**config.mk**
```make
export PLATFORM = sky130hd
export DESIGN_NAME = montgomery_exponent_selector_flat
export DESIGN_NICKNAME = d
export VERILOG_FILES = /design/src/rtl/montgomery_pkg.sv /design/src/rtl/montgomery_exponent_selector_if.sv /design/src/rtl/montgomery_exponent_selector.sv /design/src/flat_wrapper.sv
export SDC_FILE = /design/constraint.sdc
export NUM_CORES = 1
export LEC_CHECK = 0
export ABC_CLOCK_PERIOD_IN_PS = 2000
export BUFFER_PORTS_ARGS = -buffer_cell sky130_fd_sc_hd__buf_2
export CORE_MARGIN = 5
export CORE_UTILIZATION = 25
export CTS_CLUSTER_SIZE = 16
export DETAILED_ROUTE_END_ITERATION = 7
export SLEW_MARGIN = 20
export SYNTH_ARGS = -nofsm -noshare
export SYNTH_HDL_FRONTEND = slang
export SYNTH_SLANG_ARGS = --single-unit
```
**constraint.sdc**
```tcl
create_clock -name clk_in -period 2 [get_ports clk_in]
set_input_delay 0.2 -clock clk_in [delete_from_list [all_inputs] [get_ports clk_in]]
set_output_delay 0.2 -clock clk_in [all_outputs]
set_load 0.01 [all_outputs]
```
**src/rtl/montgomery_pkg.sv**
```systemverilog
// Shared definitions for the Montgomery exponent selector.
// Holds the default sizing of the exponentiation datapath and the helper
// functions that turn those sizes into block counts, exponent word counts
// and counter widths.
package montgomery_pkg;

  localparam int DEFAULT_REGISTER_SIZE = 32;
  localparam int DEFAULT_BITS_IN_NUM   = 2048;
  localparam int DEFAULT_NUM_SQUARES   = 2048;

  // Blocks carried per reduced number (NUM_BLOCKS).
  function automatic int num_blocks(input int bits_in_num, input int register_size);
    return bits_in_num / register_size;
  endfunction

  // Exponent words consumed per exponentiation (EXP_WORDS).
  function automatic int exp_words(input int num_squares, input int register_size);
    return num_squares / register_size;
  endfunction

  // Counter width that still gives a 1-bit counter when only one value exists.
  function automatic int ctr_width(input int count);
    return (count > 1) ? $clog2(count) : 1;
  endfunction

endpackage

```
**src/rtl/montgomery_exponent_selector_if.sv**
```systemverilog
// Stream and exponent-word bundle between the Montgomery squarer, the
// exponent source and the downstream multiplier.
//   master : drives the square stream and the exponent word, observes results
//   slave  : the selector itself
// Signals:
//   square_block_in / square_valid_in  : block-serial squares, LSB block first
//   exponent_block_in                  : current exponent word, LSB = lowest bit
//   consumed_exponent_out              : pulse, exponent word taken this cycle
//   selected_block/valid/last_out      : forwarded number stream
//   done_out / none_selected_out       : end of exponentiation, nothing forwarded
interface montgomery_exponent_selector_if
  import montgomery_pkg::*;
#(
  parameter int REGISTER_SIZE = DEFAULT_REGISTER_SIZE
) ();

  logic [REGISTER_SIZE-1:0] square_block_in;
  logic                     square_valid_in;
  logic [REGISTER_SIZE-1:0] exponent_block_in;
  logic                     consumed_exponent_out;
  logic [REGISTER_SIZE-1:0] selected_block_out;
  logic                     selected_valid_out;
  logic                     selected_last_out;
  logic                     done_out;
  logic                     none_selected_out;

  modport master (
    output square_block_in,
    output square_valid_in,
    output exponent_block_in,
    input  consumed_exponent_out,
    input  selected_block_out,
    input  selected_valid_out,
    input  selected_last_out,
    input  done_out,
    input  none_selected_out
  );

  modport slave (
    input  square_block_in,
    input  square_valid_in,
    input  exponent_block_in,
    output consumed_exponent_out,
    output selected_block_out,
    output selected_valid_out,
    output selected_last_out,
    output done_out,
    output none_selected_out
  );

endinterface

```
**src/rtl/montgomery_exponent_selector.sv**
```systemverilog
// Montgomery exponent selector.
// Watches the block-serial stream of successive squares x^(2^i) and forwards
// only those numbers whose exponent bit i is set, so a downstream multiplier
// can accumulate x^e mod N. Exponent bits are fetched one word at a time.
// Ports:
//   clk_in  : clock
//   rst_in  : synchronous active-high reset
//   bus     : montgomery_exponent_selector_if slave modport (stream, exponent
//             word handshake, forwarded stream, done/none_selected flags)
module montgomery_exponent_selector
  import montgomery_pkg::*;
#(
  parameter int REGISTER_SIZE = DEFAULT_REGISTER_SIZE,
  parameter int BITS_IN_NUM   = DEFAULT_BITS_IN_NUM,
  parameter int NUM_SQUARES   = DEFAULT_NUM_SQUARES
) (
  input logic                          clk_in,
  input logic                          rst_in,
  montgomery_exponent_selector_if.slave bus
);

  localparam int NUM_BLOCKS = num_blocks(BITS_IN_NUM, REGISTER_SIZE);
  localparam int BLK_W      = ctr_width(NUM_BLOCKS);
  localparam int BIT_W      = ctr_width(REGISTER_SIZE);
  // Square counter = word index above bit index, so the low bits are bit_idx.
  localparam int SQ_W       = ctr_width(exp_words(NUM_SQUARES, REGISTER_SIZE)) + BIT_W;

  localparam logic [BLK_W-1:0] BLK_LAST = BLK_W'(NUM_BLOCKS - 1);
  localparam logic [SQ_W-1:0]  SQ_LAST  = SQ_W'(NUM_SQUARES - 1);

  logic [BLK_W-1:0]         block_ctr_q, block_ctr_d;
  logic [SQ_W-1:0]          square_ctr_q, square_ctr_d;
  logic [REGISTER_SIZE-1:0] word_q, word_d;
  logic                     sel_q, sel_d;
  logic                     any_selected_q, any_selected_d;
  logic [REGISTER_SIZE-1:0] sel_block_q, sel_block_d;
  logic                     sel_valid_q, sel_valid_d;
  logic                     sel_last_q, sel_last_d;
  logic                     done_q, done_d;
  logic                     none_q, none_d;

  logic [BIT_W-1:0] bit_idx;
  logic             first_block;
  logic             last_block;
  logic             last_square;
  logic             word_start;
  logic             sel;

  // The first block of every REGISTER_SIZE-th square fetches a fresh word;
  // its decision must come straight from the incoming word because the
  // register only holds it from the next cycle on.
  always_comb begin
    bit_idx     = square_ctr_q[BIT_W-1:0];
    first_block = (block_ctr_q == '0);
    last_block  = (block_ctr_q == BLK_LAST);
    last_square = (square_ctr_q == SQ_LAST);
    word_start  = first_block && (bit_idx == '0);

    if (!first_block) begin
      sel = sel_q;
    end else if (word_start) begin
      sel = bus.exponent_block_in[0];
    end else begin
      sel = word_q[bit_idx];
    end

    block_ctr_d    = block_ctr_q;
    square_ctr_d   = square_ctr_q;
    word_d         = word_q;
    sel_d          = sel_q;
    any_selected_d = any_selected_q;
    sel_block_d    = '0;
    sel_valid_d    = 1'b0;
    sel_last_d     = 1'b0;
    done_d         = 1'b0;
    none_d         = 1'b0;

    if (bus.square_valid_in) begin
      block_ctr_d = last_block ? '0 : block_ctr_q + BLK_W'(1);
      if (last_block) begin
        square_ctr_d = last_square ? '0 : square_ctr_q + SQ_W'(1);
      end
      if (word_start) begin
        word_d = bus.exponent_block_in;
      end
      if (first_block) begin
        sel_d = sel;
      end
      // Block 0 of square 0 opens a new exponentiation, discarding history.
      if (first_block && (square_ctr_q == '0)) begin
        any_selected_d = sel;
      end else if (sel) begin
        any_selected_d = 1'b1;
      end
      sel_valid_d = sel;
      sel_block_d = sel ? bus.square_block_in : '0;
      sel_last_d  = sel && last_block;
      done_d      = last_block && last_square;
      none_d      = last_block && last_square && !(any_selected_q || sel);
    end
  end

  always_ff @(posedge clk_in) begin
    if (rst_in) begin
      block_ctr_q    <= '0;
      square_ctr_q   <= '0;
      word_q         <= '0;
      sel_q          <= 1'b0;
      any_selected_q <= 1'b0;
      sel_block_q    <= '0;
      sel_valid_q    <= 1'b0;
      sel_last_q     <= 1'b0;
      done_q         <= 1'b0;
      none_q         <= 1'b0;
    end else begin
      block_ctr_q    <= block_ctr_d;
      square_ctr_q   <= square_ctr_d;
      word_q         <= word_d;
      sel_q          <= sel_d;
      any_selected_q <= any_selected_d;
      sel_block_q    <= sel_block_d;
      sel_valid_q    <= sel_valid_d;
      sel_last_q     <= sel_last_d;
      done_q         <= done_d;
      none_q         <= none_d;
    end
  end

  // The consumed pulse is same-cycle so upstream can switch words on the next
  // cycle; it is suppressed while reset is held so every output reads 0.
  assign bus.consumed_exponent_out = bus.square_valid_in && word_start && !rst_in;
  assign bus.selected_block_out    = sel_block_q;
  assign bus.selected_valid_out    = sel_valid_q;
  assign bus.selected_last_out     = sel_last_q;
  assign bus.done_out              = done_q;
  assign bus.none_selected_out     = none_q;

endmodule
```
**src/flat_wrapper.sv**
```systemverilog
// flat-port wrapper written by rule: the top's interface ports become plain ports
module montgomery_exponent_selector_flat import montgomery_pkg::*;
#(
  parameter int REGISTER_SIZE = DEFAULT_REGISTER_SIZE,
  parameter int BITS_IN_NUM   = DEFAULT_BITS_IN_NUM,
  parameter int NUM_SQUARES   = DEFAULT_NUM_SQUARES
)
  (clk_in, rst_in, bus_square_block_in, bus_square_valid_in, bus_exponent_block_in, bus_consumed_exponent_out, bus_selected_block_out, bus_selected_valid_out, bus_selected_last_out, bus_done_out, bus_none_selected_out);
  montgomery_exponent_selector_if #(.REGISTER_SIZE(REGISTER_SIZE)) bus_i ();
  input logic clk_in;
  input logic rst_in;
  input wire logic [$bits(bus_i.square_block_in)-1:0] bus_square_block_in;
  input wire logic [$bits(bus_i.square_valid_in)-1:0] bus_square_valid_in;
  input wire logic [$bits(bus_i.exponent_block_in)-1:0] bus_exponent_block_in;
  output wire logic [$bits(bus_i.consumed_exponent_out)-1:0] bus_consumed_exponent_out;
  output wire logic [$bits(bus_i.selected_block_out)-1:0] bus_selected_block_out;
  output wire logic [$bits(bus_i.selected_valid_out)-1:0] bus_selected_valid_out;
  output wire logic [$bits(bus_i.selected_last_out)-1:0] bus_selected_last_out;
  output wire logic [$bits(bus_i.done_out)-1:0] bus_done_out;
  output wire logic [$bits(bus_i.none_selected_out)-1:0] bus_none_selected_out;
  assign bus_i.square_block_in = bus_square_block_in;
  assign bus_i.square_valid_in = bus_square_valid_in;
  assign bus_i.exponent_block_in = bus_exponent_block_in;
  assign bus_consumed_exponent_out = bus_i.consumed_exponent_out;
  assign bus_selected_block_out = bus_i.selected_block_out;
  assign bus_selected_valid_out = bus_i.selected_valid_out;
  assign bus_selected_last_out = bus_i.selected_last_out;
  assign bus_done_out = bus_i.done_out;
  assign bus_none_selected_out = bus_i.none_selected_out;
  montgomery_exponent_selector #(.REGISTER_SIZE(REGISTER_SIZE), .BITS_IN_NUM(BITS_IN_NUM), .NUM_SQUARES(NUM_SQUARES)) u_core (.clk_in(clk_in), .rst_in(rst_in), .bus(bus_i));
endmodule
```
# Word level (Yosys, flattened, before mapping)

Index checks and enable logic that the tools add are counted.

Input port bits: 67
Logic and storage cells: 45
Output and inout bits: 37
Bits in registers: 87

Equal/unequal tests: 2
$add $sub $neg: 2
$lt $le $gt $ge: 1
Bitwise operators: 2
Reduce and logical (&&, ||, !) cells: 20
Mux-type cells: 8

Operators by type and width:

| kind                                                                          | count |
|---|---|
| 11-bit by 1-bit adder with 11-bit output (second input constant)              | 1 |
| 11-bit equality test (second input constant)                                  | 1 |
| 11-bit logical NOT                                                            | 1 |
| 11-bit two-way mux                                                            | 1 |
| 2-bit AND reduction                                                           | 4 |
| 1-bit logical AND                                                             | 7 |
| 6-bit by 1-bit adder with 6-bit output (second input constant)                | 1 |
| 6-bit equality test (second input constant)                                   | 1 |
| 6-bit logical NOT                                                             | 1 |
| 5-bit by 6-bit less-than comparator with 1-bit output (second input constant) | 1 |
| 6-bit two-way mux                                                             | 1 |
| 1-bit binary-select mux with 5-bit select                                     | 1 |
| 5-bit logical NOT                                                             | 1 |
| 1-bit two-way mux                                                             | 5 |
| 3-bit OR reduction                                                            | 1 |
| 1-bit logical NOT                                                             | 2 |
| 1-bit NOT                                                                     | 2 |
| 2-bit nonzero test                                                            | 1 |
| 2-bit OR reduction                                                            | 1 |
| 1-bit logical OR                                                              | 1 |

# Logic depth before layout (Yosys ltp)

Gate-level depths: netlist of run 1.

Depth after elaboration: 7
Mapped depth: 9
Depth with buffers taken out: 7

# Worst setup path before layout of run 1

Ideal clock, no wire load.

Path kind: reg-to-reg
Start point: register u_core.square_ctr_q[1]
End point: register u_core.any_selected_q
Stages on the path, launching flop included: 9
Arrival: 1.877 ns
Slack: -0.006 ns
Buffers on the path: 2
Data required time: 1.872 ns
Cells stage by stage: dfxtp_1 -> buf_4 -> inv_1 -> ha_1 -> nor4b_1 -> a311oi_1 -> a21oi_2 -> buf_6 -> o22ai_1

Longest elaborated chain between the ends: 6
Elaborated cells on any way between the ends: 11
Classes of those cells: mux (5); reduce/logical (6)

Ends and longest elaborated chain:

| item                                                                                  | line                                                                   | RTL |
|---|---|---|
| start, declared                                                                       | montgomery_exponent_selector.sv:32                                     | `logic [SQ_W-1:0] square_ctr_q, square_ctr_d;` |
| start signal, assigned                                                                | montgomery_exponent_selector.sv:117                                    | `square_ctr_q <= square_ctr_d;` |
| 1-bit binary-select mux with 5-bit select / 5-bit logical NOT (equally long branches) | montgomery_exponent_selector.sv:64, montgomery_exponent_selector.sv:57 |  |
| 1-bit two-way mux (implied by the code) / 1-bit logical AND (equally long branches)   | montgomery_exponent_selector.sv:64, montgomery_exponent_selector.sv:57 |  |
| 1-bit two-way mux                                                                     | montgomery_exponent_selector.sv:61                                     | `end else if (word_start) begin` |
| 1-bit two-way mux                                                                     | montgomery_exponent_selector.sv:59                                     | `if (!first_block) begin` |
| 2-bit nonzero test (no source line)                                                   | n/a                                                                    |  |
| 2-bit AND reduction (no source line)                                                  | n/a                                                                    |  |
| end signal, assigned                                                                  | montgomery_exponent_selector.sv:120                                    | `any_selected_q <= any_selected_d;` |
| end, declared                                                                         | montgomery_exponent_selector.sv:35                                     | `logic any_selected_q, any_selected_d;` |

Parallel ways exist; a longest one is shown, timed or not. The select of a mux whose other input is x is not followed.
A chain may end at the register's enable or synchronous reset.

# Worst setup path after layout of run 1

Start point: register u_core.square_ctr_q[1]
End point: register u_core.sel_block_q[30] (netlist: u_core.bus.selected_block_out[30])

Longest elaborated chain between the ends: 6
Elaborated cells on any way between the ends: 8
Classes of those cells: mux (4); bitwise (1); reduce/logical (3)

Ends and longest elaborated chain:

| item                                                                                  | line                                                                   | RTL |
|---|---|---|
| 1-bit binary-select mux with 5-bit select / 5-bit logical NOT (equally long branches) | montgomery_exponent_selector.sv:64, montgomery_exponent_selector.sv:57 |  |
| 1-bit two-way mux (implied by the code) / 1-bit logical AND (equally long branches)   | montgomery_exponent_selector.sv:64, montgomery_exponent_selector.sv:57 |  |
| 1-bit two-way mux *                                                                   | montgomery_exponent_selector.sv:61                                     |  |
| 1-bit two-way mux *                                                                   | montgomery_exponent_selector.sv:59                                     |  |
| 1-bit NOT (no source line) *                                                          | n/a                                                                    |  |
| 3-bit OR reduction (no source line) *                                                 | n/a                                                                    |  |
| end signal, assigned                                                                  | montgomery_exponent_selector.sv:121                                    | `sel_block_q <= sel_block_d;` |
| end, declared                                                                         | montgomery_exponent_selector.sv:36                                     | `logic [REGISTER_SIZE-1:0] sel_block_q, sel_block_d;` |

Mark *: on every way between the ends. The rest lies on a longest branch, timed or not. The select of a mux whose other input is x is not followed.

==> flow_summary.rst, run 1 <==
.. list-table::
   :header-rows: 1

   * - Metric
     - Value
   * - Run status
     - finished with violations
   * - Violations in the final reports
     - setup timing
   * - Initial detailed-routing violation count
     - 85
   * - Buffer and inverter count on the worst path
     - 3
   * - Final design instance area without fill
     - between 0.004 and 0.005 mm^2
   * - Xor/xnor cell area share of the yosys netlist
     - 0.0349
   * - Post-CTS setup-driven buffer insertion count
     - 0
   * - Total global-route track usage
     - 0.103
   * - Minimum setup slack in the final design
     - -0.159 ns
   * - WL final
     - a little under 9000 um
   * - Netlist area before placement
     - 0.00351 mm^2
   * - Part of the cycle the worst path needs
     - 1.08
   * - Antenna violations before repair
     - 0
   * - Pin count of the biggest net entering global routing
     - 46
   * - Leakage power summed over all cells
     - 2.00 nW
   * - Clock latency on the worst-skew pair
     - between 0.3 and 0.4 ns
   * - Main flop type after synthesis
     - dfxtp_1
   * - Max transition margin
     - 0.624
   * - Slowest cell on crit path
     - mux4_2
   * - Basic-gate share of the synthesized area counting and, or, nand and nor cells
     - 0.269
   * - Routed Antenna Nets
     - 0
   * - Multiplexer share of the synthesized area
     - 0.0794
   * - Placed Instance Area
     - between 0.004 and 0.005 mm^2
   * - Routed via count divided by cell count
     - ~4.4
   * - Worst vdd ir
     - just over 0.6 mV
   * - Worst R2R Start
     - u_core.square_ctr_q[1]$_SDFFE_PP0P_
   * - Overflow after GRT
     - 0
   * - Post-synthesis to final-layout area growth
     - 40.6%
   * - Count of final hold-check violations
     - 0
   * - Post-Synthesis Net Count
     - around 430
   * - Maximum fanout along the worst path
     - 11
   * - Die H
     - ~130 um
   * - Clk Tree Root Cell
     - clkbuf_16
   * - DPL Wire Length
     - just over 6000 um
   * - Initial Util
     - 0.254
   * - Number of endpoints failing setup at the final stage
     - 38
   * - Count of distinct cell types in the synthesized netlist
     - 39
   * - Arithmetic-cell share of the synthesized area counting full adders, half adders and majority gates
     - 0.0142
   * - Antenna Diode Count
     - 0
   * - Unrepaired setup endpoints after global routing
     - true
   * - Achievable clock frequency
     - approximately 460 MHz
   * - WS Path Type
     - flop to flop
   * - CTS sink cnt
     - slightly below 90
   * - Average cell area after synthesis
     - between 9 and 10 um^2
   * - Count of flip-flops with a built-in enable after synthesis
     - 0
   * - Number of buffers inserted by hold repair at cts
     - 0
   * - Crit path top cell by count
     - buf_12
   * - Area enclosed by the die boundary
     - 0.0165 mm^2
   * - Filler Cells Inserted
     - 1,380
   * - Layout cell share with drive strength beyond 1
     - 0.424
   * - PwrDens
     - just under 900 mW/mm^2
   * - FF+latch count, synth
     - 87
   * - Time the worst path needs with I/O delays and setup
     - between 2 and 2.5 ns
   * - Number of nets in the layout
     - around 550
   * - Drt wl/cell
     - 13.5 um
   * - Part of the Yosys area used for sequential elements
     - 0.496
   * - Number of I/O port buffers
     - slightly above 100
   * - Area of the core
     - around 0.014 mm^2
   * - Top-Level Pins
     - about 100
   * - Worst setup path startpoint
     - u_core.square_ctr_q[1]$_SDFFE_PP0P_
   * - CP peak stage delay
     - between 0.4 and 0.5 ns
   * - First-pass GRT wire length
     - 13,900 um
   * - TritonCTS buffer count
     - 9
   * - Number of iterations in the first detailed-routing pass
     - 4
   * - Synthesized instance count
     - 360
   * - Worst-case clock skew
     - between 0.005 and 0.006 ns
   * - Post-CTS clock slew at the launch and capture registers of the worst setup and hold paths
     - ~0.060 ns
   * - Yosys Warn Count
     - 0
   * - Final Total Pwr
     - ~4.3 mW
   * - Compound-gate portion of the synthesized area
     - 0.0630
   * - Number of H-tree branching levels
     - 3
   * - Startpoint of the lowest-slack hold path
     - bus_square_block_in[17]
   * - TritonCTS clock tree
     - built
   * - Die width
     - between 100 and 150 um
   * - Worst path required time
     - around 2.3 ns
   * - Total number of vias
     - 2,885
   * - Post-synth ARST share
     - 0
   * - Cell family contributing the most delay on the critical path
     - multiplexers
   * - Number of remaining DRC errors
     - 0
   * - Class of the tightest hold or removal check
     - input pin to flop
   * - Max Transition Viols Final
     - 0
   * - Clock Tree Buf Depth
     - 2
   * - Type of origin of the critical path
     - flop
   * - Arrival time at the worst endpoint
     - 2.41 ns
   * - Element type at the critical path end
     - flop
   * - Critical path cell sequence
     - buf_12, mux2i_1, mux4_2, a222oi_1, buf_4, a21oi_4, buf_12, nor3b_4
   * - Actual slew at the worst max-slew pin
     - ~0.56 ns
   * - Number of max-capacitance violations reported
     - 0
   * - Final GP Congestion
     - between 0.7 and 0.8
   * - Number of global-route vias before repair
     - 2,883
   * - Site row count
     - 43
   * - Combinational family with the most area after synthesis
     - simple AND/OR/NAND/NOR gates
-- cell families after synthesis --
logic type      Yosys count
buf+inv                  31
fa+ha+maj                 4
simple gates            162
mux                      22
flops                    87
xor+xnor                 14
compound gates           40
-- cell usage after synthesis (2+ instances only) --
master | number | area (um^2)
a311oi_1 | 2 | 17.5
nand2b_1 | 2 | 12.5
and3_1 | 3 | 18.8
nand4_1 | 8 | 50.1
mux4_2 | 2 | 45.0
nand2_1 | 73 | 274
nand3_1 | 5 | 25.0
buf_6 | 4 | 45.0
dfxtp_1 | 87 | 1740
a21oi_1 | 33 | 165
xor2_1 | 10 | 87.6
ha_1 | 4 | 50.1
mux2i_1 | 17 | 170
nor3b_2 | 27 | 338
mux4_1 | 2 | 52.6
nor4_1 | 4 | 25.0
or4_1 | 3 | 22.5
xnor2_1 | 4 | 35.0
inv_1 | 6 | 22.5
nor2_1 | 25 | 93.8
clkbuf_1 | 15 | 56.3
buf_2 | 3 | 15.0
nor3b_1 | 5 | 37.5
-- flip-flops by register name, summed over array words and instances (netlist names) --
name	count
u_core.any_selected_q	1
u_core.block_ctr_q	6
u_core.bus.done_out	1
u_core.bus.none_selected_out	1
u_core.bus.selected_block_out	32
u_core.bus.selected_last_out	1
u_core.bus.selected_valid_out	1
u_core.sel_q	1
u_core.square_ctr_q	11
u_core.word_q	32
-- report_power, final --
| part | internal [mW] | total (mW) | leakage, nW | switching [mW] |
|---|---|---|---|---|
| clock | 1.25 | 1.91 | 0.165 | 0.661 |
| combinational | 0.277 | 0.568 | 1.13 | 0.290 |
| sequential | 1.81 | 1.85 | 0.709 | 0.0397 |
| total | 3.34 | 4.33 | 2.00 | 0.991 |
-- area by class of cell --
cell class / count / area (um^2) / share of cell area
sequential: 87 / 1740 / 0.353
clock inverter: 5 / 106 / 0.0215
clock buffer: 10 / 239 / 0.0484
tap: 180 / 225 / 0.0456
inverter: 7 / 27.5 / 0.00557
timing repair buffer: 130 / 855 / 0.173
multi-input combinational: 242 / 1750 / 0.353
-- worst register-to-register path, cell delays in order (launching register included) --
cell      delay (ns)
dfxtp_2         0.34
buf_12          0.15
mux2i_1         0.12
mux4_2          0.45
a222oi_1        0.38
buf_4           0.19
a21oi_4         0.10
buf_12          0.18
nor3b_4         0.18
-- timing repair --
action	4_1_cts	5_1_grt
pin swaps	2	13
setup endpoints to repair	39	70
gates cloned	1	4
endpoints found under the hold margin	0	0
gates resized for setup	7	25
-- final timing paths --
kind / slack [ns] / depth (start not counted) / endpoint
max reg2reg: -0.16 / 8 / u_core.bus.selected_block_out[30]$_SDFF_PP0_
min reg2reg: 0.45 / 2 / u_core.word_q[1]$_SDFFE_PP0P_
min: 0.1 / 2 / u_core.bus.selected_block_out[17]$_SDFF_PP0_
max: -0.16 / 8 / u_core.bus.selected_block_out[30]$_SDFF_PP0_
-- stage by stage --
| stage | setup slack [ns] | hold slack (ns) | std cells | util | TNS [ns] |
|---|---|---|---|---|---|
| after global placement | -0.133 | 0.437 | 641 | 0.316 | -3.49 |
| after detailed placement | -0.207 | 0.439 | 641 | 0.316 | -4.88 |
| after floorplan | 0.000524 | 0.340 | 360 | - | 0 |
| after CTS | -0.144 | 0.0810 | 657 | 0.344 | -4.02 |
| after global routing | -0.274 | 0.0891 | 661 | 0.357 | -10.69 |
| final | -0.159 | 0.0998 | 661 | 0.357 | -4.95 |
-- layout by cell type, fill, tap and decap left out, drive strengths merged --
cell type	n
clkinvlp	1
nor2	25
nor2b	1
nor4b	1
bufinv	3
nand2	73
dfxtp	87
o21ai	1
or4	3
inv	6
nor4	4
mux4	4
or2	2
a222oi	1
clkinv	2
nand2b	2
and2	2
a21oi	34
mux2i	17
nand4	8
nand3	5
nor3b	32
a22o	1
ha	4
clkbuf	14
buf	126
and3b	1
xnor2	4
and3	3
a311oi	2
mux2	1
o22ai	1
xor2	10
-- layer usage --
layer | GRT usage | vias up | part of all wire
li1 | - | 1453 | -
met1 | 0.136 | 1332 | 0.45
met2 | 0.161 | 90 | 0.46
met3 | 0.0361 | 10 | 0.076
met4 | 0.0296 | 0 | 0.012
met5 | 0 | - | 0
No activity file was read; power rests on OpenSTA's default activity.
==> run 2: changes to the inputs <==
--- a/config.mk
+++ b/config.mk
@@ -11,6 +11,7 @@
 export CORE_UTILIZATION = 25
 export CTS_CLUSTER_SIZE = 16
 export DETAILED_ROUTE_END_ITERATION = 7
+export RECOVER_POWER = 100
 export SLEW_MARGIN = 20
 export SYNTH_ARGS = -nofsm -noshare
 export SYNTH_HDL_FRONTEND = slang
==> run 2 against run 1 <==
The flow still finishes with violations (setup timing); via count grew 0.24%; utilization shrank 0.35 points; clock power about the same; cell count unchanged; first-iteration DRC count shrank 2.4%; power is essentially flat; global-route usage unchanged; die area did not move; clock-buffer cell count did not move; hold slack worse by 0.0012 ns; wire length rose by 0.62%; critical endpoint unchanged; highest routed layer unchanged.
==> flow_summary.rst, run 2 (synthesis gave the netlist of run 1 again) <==
.. list-table::
   :header-rows: 1

   * - Metric
     - Value
   * - TritonCTS buffer count
     - 9
   * - Drt wl/cell
     - around 14 um
   * - Post-CTS clock slew at the launch and capture registers of the worst setup and hold paths
     - around 0.060 ns
   * - Number of endpoints failing setup at the final stage
     - 38
   * - Initial detailed-routing violation count
     - 83
   * - Global-route met1 utilization
     - 0.136
   * - Final GP Congestion
     - roughly 0.77
   * - Total global-route track usage
     - 0.103
   * - WS Path Type
     - flop to flop
   * - WL final
     - 8970 um
   * - Maximum fanout along the worst path
     - 11
   * - Area enclosed by the die boundary
     - around 0.017 mm^2
   * - Clock Tree Buf Depth
     - 2
   * - Count of final hold-check violations
     - 0
   * - Area of the core
     - 0.0138 mm^2
   * - Number of nets in the layout
     - about 550
   * - DPL Wire Length
     - ~6200 um
   * - Final Total Pwr
     - 4.33 mW
   * - Layout cell share with drive strength beyond 1
     - 0.347
   * - Antenna Diode Count
     - 0
   * - Routing usage on met3
     - 0.0361
   * - Type of origin of the critical path
     - flop
   * - Achievable clock frequency
     - between 400 and 500 MHz
   * - Initial Util
     - 0.254
   * - Site row count
     - between 40 and 50
   * - Number of max-capacitance violations reported
     - 0
   * - Number of H-tree branching levels
     - 3
   * - Max transition margin
     - 0.624
   * - TritonCTS clock tree
     - built
   * - Top-Level Pins
     - ~100
   * - Max Transition Viols Final
     - 0
   * - Clock latency on the worst-skew pair
     - 0.33 ns
   * - Overflow after GRT
     - 0
   * - Leakage power summed over all cells
     - 1.84 nW
   * - CTS sink cnt
     - just under 90
   * - Most common cell after layout, fill and taps aside
     - dfxtp_1
   * - Number of I/O port buffers
     - slightly above 100
   * - Antenna violations before repair
     - 0
   * - PwrDens
     - between 800 and 900 mW/mm^2
   * - Number of buffers inserted by hold repair at cts
     - 0
   * - Die width
     - between 100 and 150 um
   * - Worst hold path cell count
     - 2
   * - Part of the cycle the worst path needs
     - 1.08
   * - Minimum setup slack in the final design
     - -0.161 ns
   * - Post-synthesis to final-layout area growth
     - 39.2%
   * - Class of the tightest hold or removal check
     - input pin to flop
   * - Logic depth of the worst register-to-register path
     - 8
   * - Worst-case clock skew
     - 0.00564 ns
   * - Critical path cell sequence
     - buf_12, mux2i_1, mux4_2, a222oi_1, buf_4, a21oi_4, buf_12, nor3b_4
   * - Top Usage Layer GRT
     - met2
   * - Slowest cell on crit path
     - mux4_2
   * - Time the worst path needs with I/O delays and setup
     - 2.16 ns
   * - Crit path top cell by count
     - buf_12
   * - Clk Tree Root Cell
     - clkbuf_16
   * - Routed Antenna Nets
     - 0
   * - Worst path required time
     - roughly 2.3 ns
   * - Most used cells in the layout excluding fill and tap cells
     - dfxtp_1, nand2_1, buf_2
   * - Routed via count divided by cell count
     - ~4.4
   * - Number of global-route vias before repair
     - between 2,000 and 3,000
   * - Actual slew at the worst max-slew pin
     - approximately 0.56 ns
   * - Post-CTS setup-driven buffer insertion count
     - 0
   * - Run status
     - finished with violations
   * - Number of remaining DRC errors
     - 0
   * - Element type at the critical path end
     - flop
   * - Post-Route Setup TNS
     - -5.07 ns
   * - CP peak stage delay
     - 0.45 ns
   * - Total number of vias
     - between 2,000 and 3,000
   * - Pin count of the biggest net entering global routing
     - 46
   * - Die H
     - approximately 130 um
   * - Arrival time at the worst endpoint
     - 2.42 ns
   * - First-pass GRT wire length
     - between 10,000 and 15,000 um
   * - Met2 demand-to-capacity share in global routing
     - 0.161
   * - Violations in the final reports
     - setup timing
   * - Unrepaired setup endpoints after global routing
     - true
   * - Number of iterations in the first detailed-routing pass
     - 4
   * - Worst vdd ir
     - a little over 0.6 mV
-- run 2: worst paths after layout --
check	slack (ns)	startpoint	end
setup / recovery	-0.16	u_core.square_ctr_q[1]$_SDFFE_PP0P_	u_core.bus.selected_block_out[30]$_SDFF_PP0_
hold / removal	0.1	bus_square_block_in[17]	u_core.bus.selected_block_out[17]$_SDFF_PP0_
setup reg to reg	-0.16	u_core.square_ctr_q[1]$_SDFFE_PP0P_	u_core.bus.selected_block_out[30]$_SDFF_PP0_
hold reg to reg	0.45	u_core.word_q[1]$_SDFFE_PP0P_	u_core.word_q[1]$_SDFFE_PP0P_
-- run 2: power by group --
group / internal, mW / switching, mW / total, mW
Clock: 1.25 / 0.662 / 1.91
Combinational: 0.271 / 0.291 / 0.562
Sequential: 1.81 / 0.0405 / 1.86
Total: 3.33 / 0.994 / 4.33
-- run 2: stage by stage --
step / setup slack [ns] / instance area [um^2] / hold WS (ns) / std cells / util
3_3_place_gp: -0.133 / 4370 / 0.437 / 641 / 0.316
2_1_floorplan: 0.000524 / 3520 / 0.340 / 360 / -
3_5_place_dp: -0.207 / 4370 / 0.439 / 641 / 0.316
6_report: -0.161 / 4890 / 0.0986 / 661 / 0.354
5_1_grt: -0.274 / 4890 / 0.0891 / 661 / 0.354
4_1_cts: -0.144 / 4760 / 0.0810 / 657 / 0.344
-- run 2: timing repair --
item,CTS,global route
pin swaps,2,13
setup endpoints to repair,39,70
gates cloned,1,4
resized for setup,7,25
-- run 2: layer usage --
metal  share of wire  up-vias
met5               0        -
met4           0.012        0
met3           0.074       10
met2            0.46       90
met1            0.45     1336
li1                -     1456
-- run 2: cell type report --
cell class,instances,area [um^2]
timing repair buffer,130,806
tap,180,225
sequential,87,1740
multi-input combinational,242,1750
clock buffer,10,239
inverter,7,27.5
clock inverter,5,106
fill,1411,8930
-- run 2: worst max-delay path: cells and delay by family, from the launching register on --
kind,cells,cell delay (ns)
muxes,2,0.57
buffers and inverters,3,0.52
AOI/OAI and AO/OA,2,0.48
DFF,1,0.34
and+or+nand+nor,1,0.18
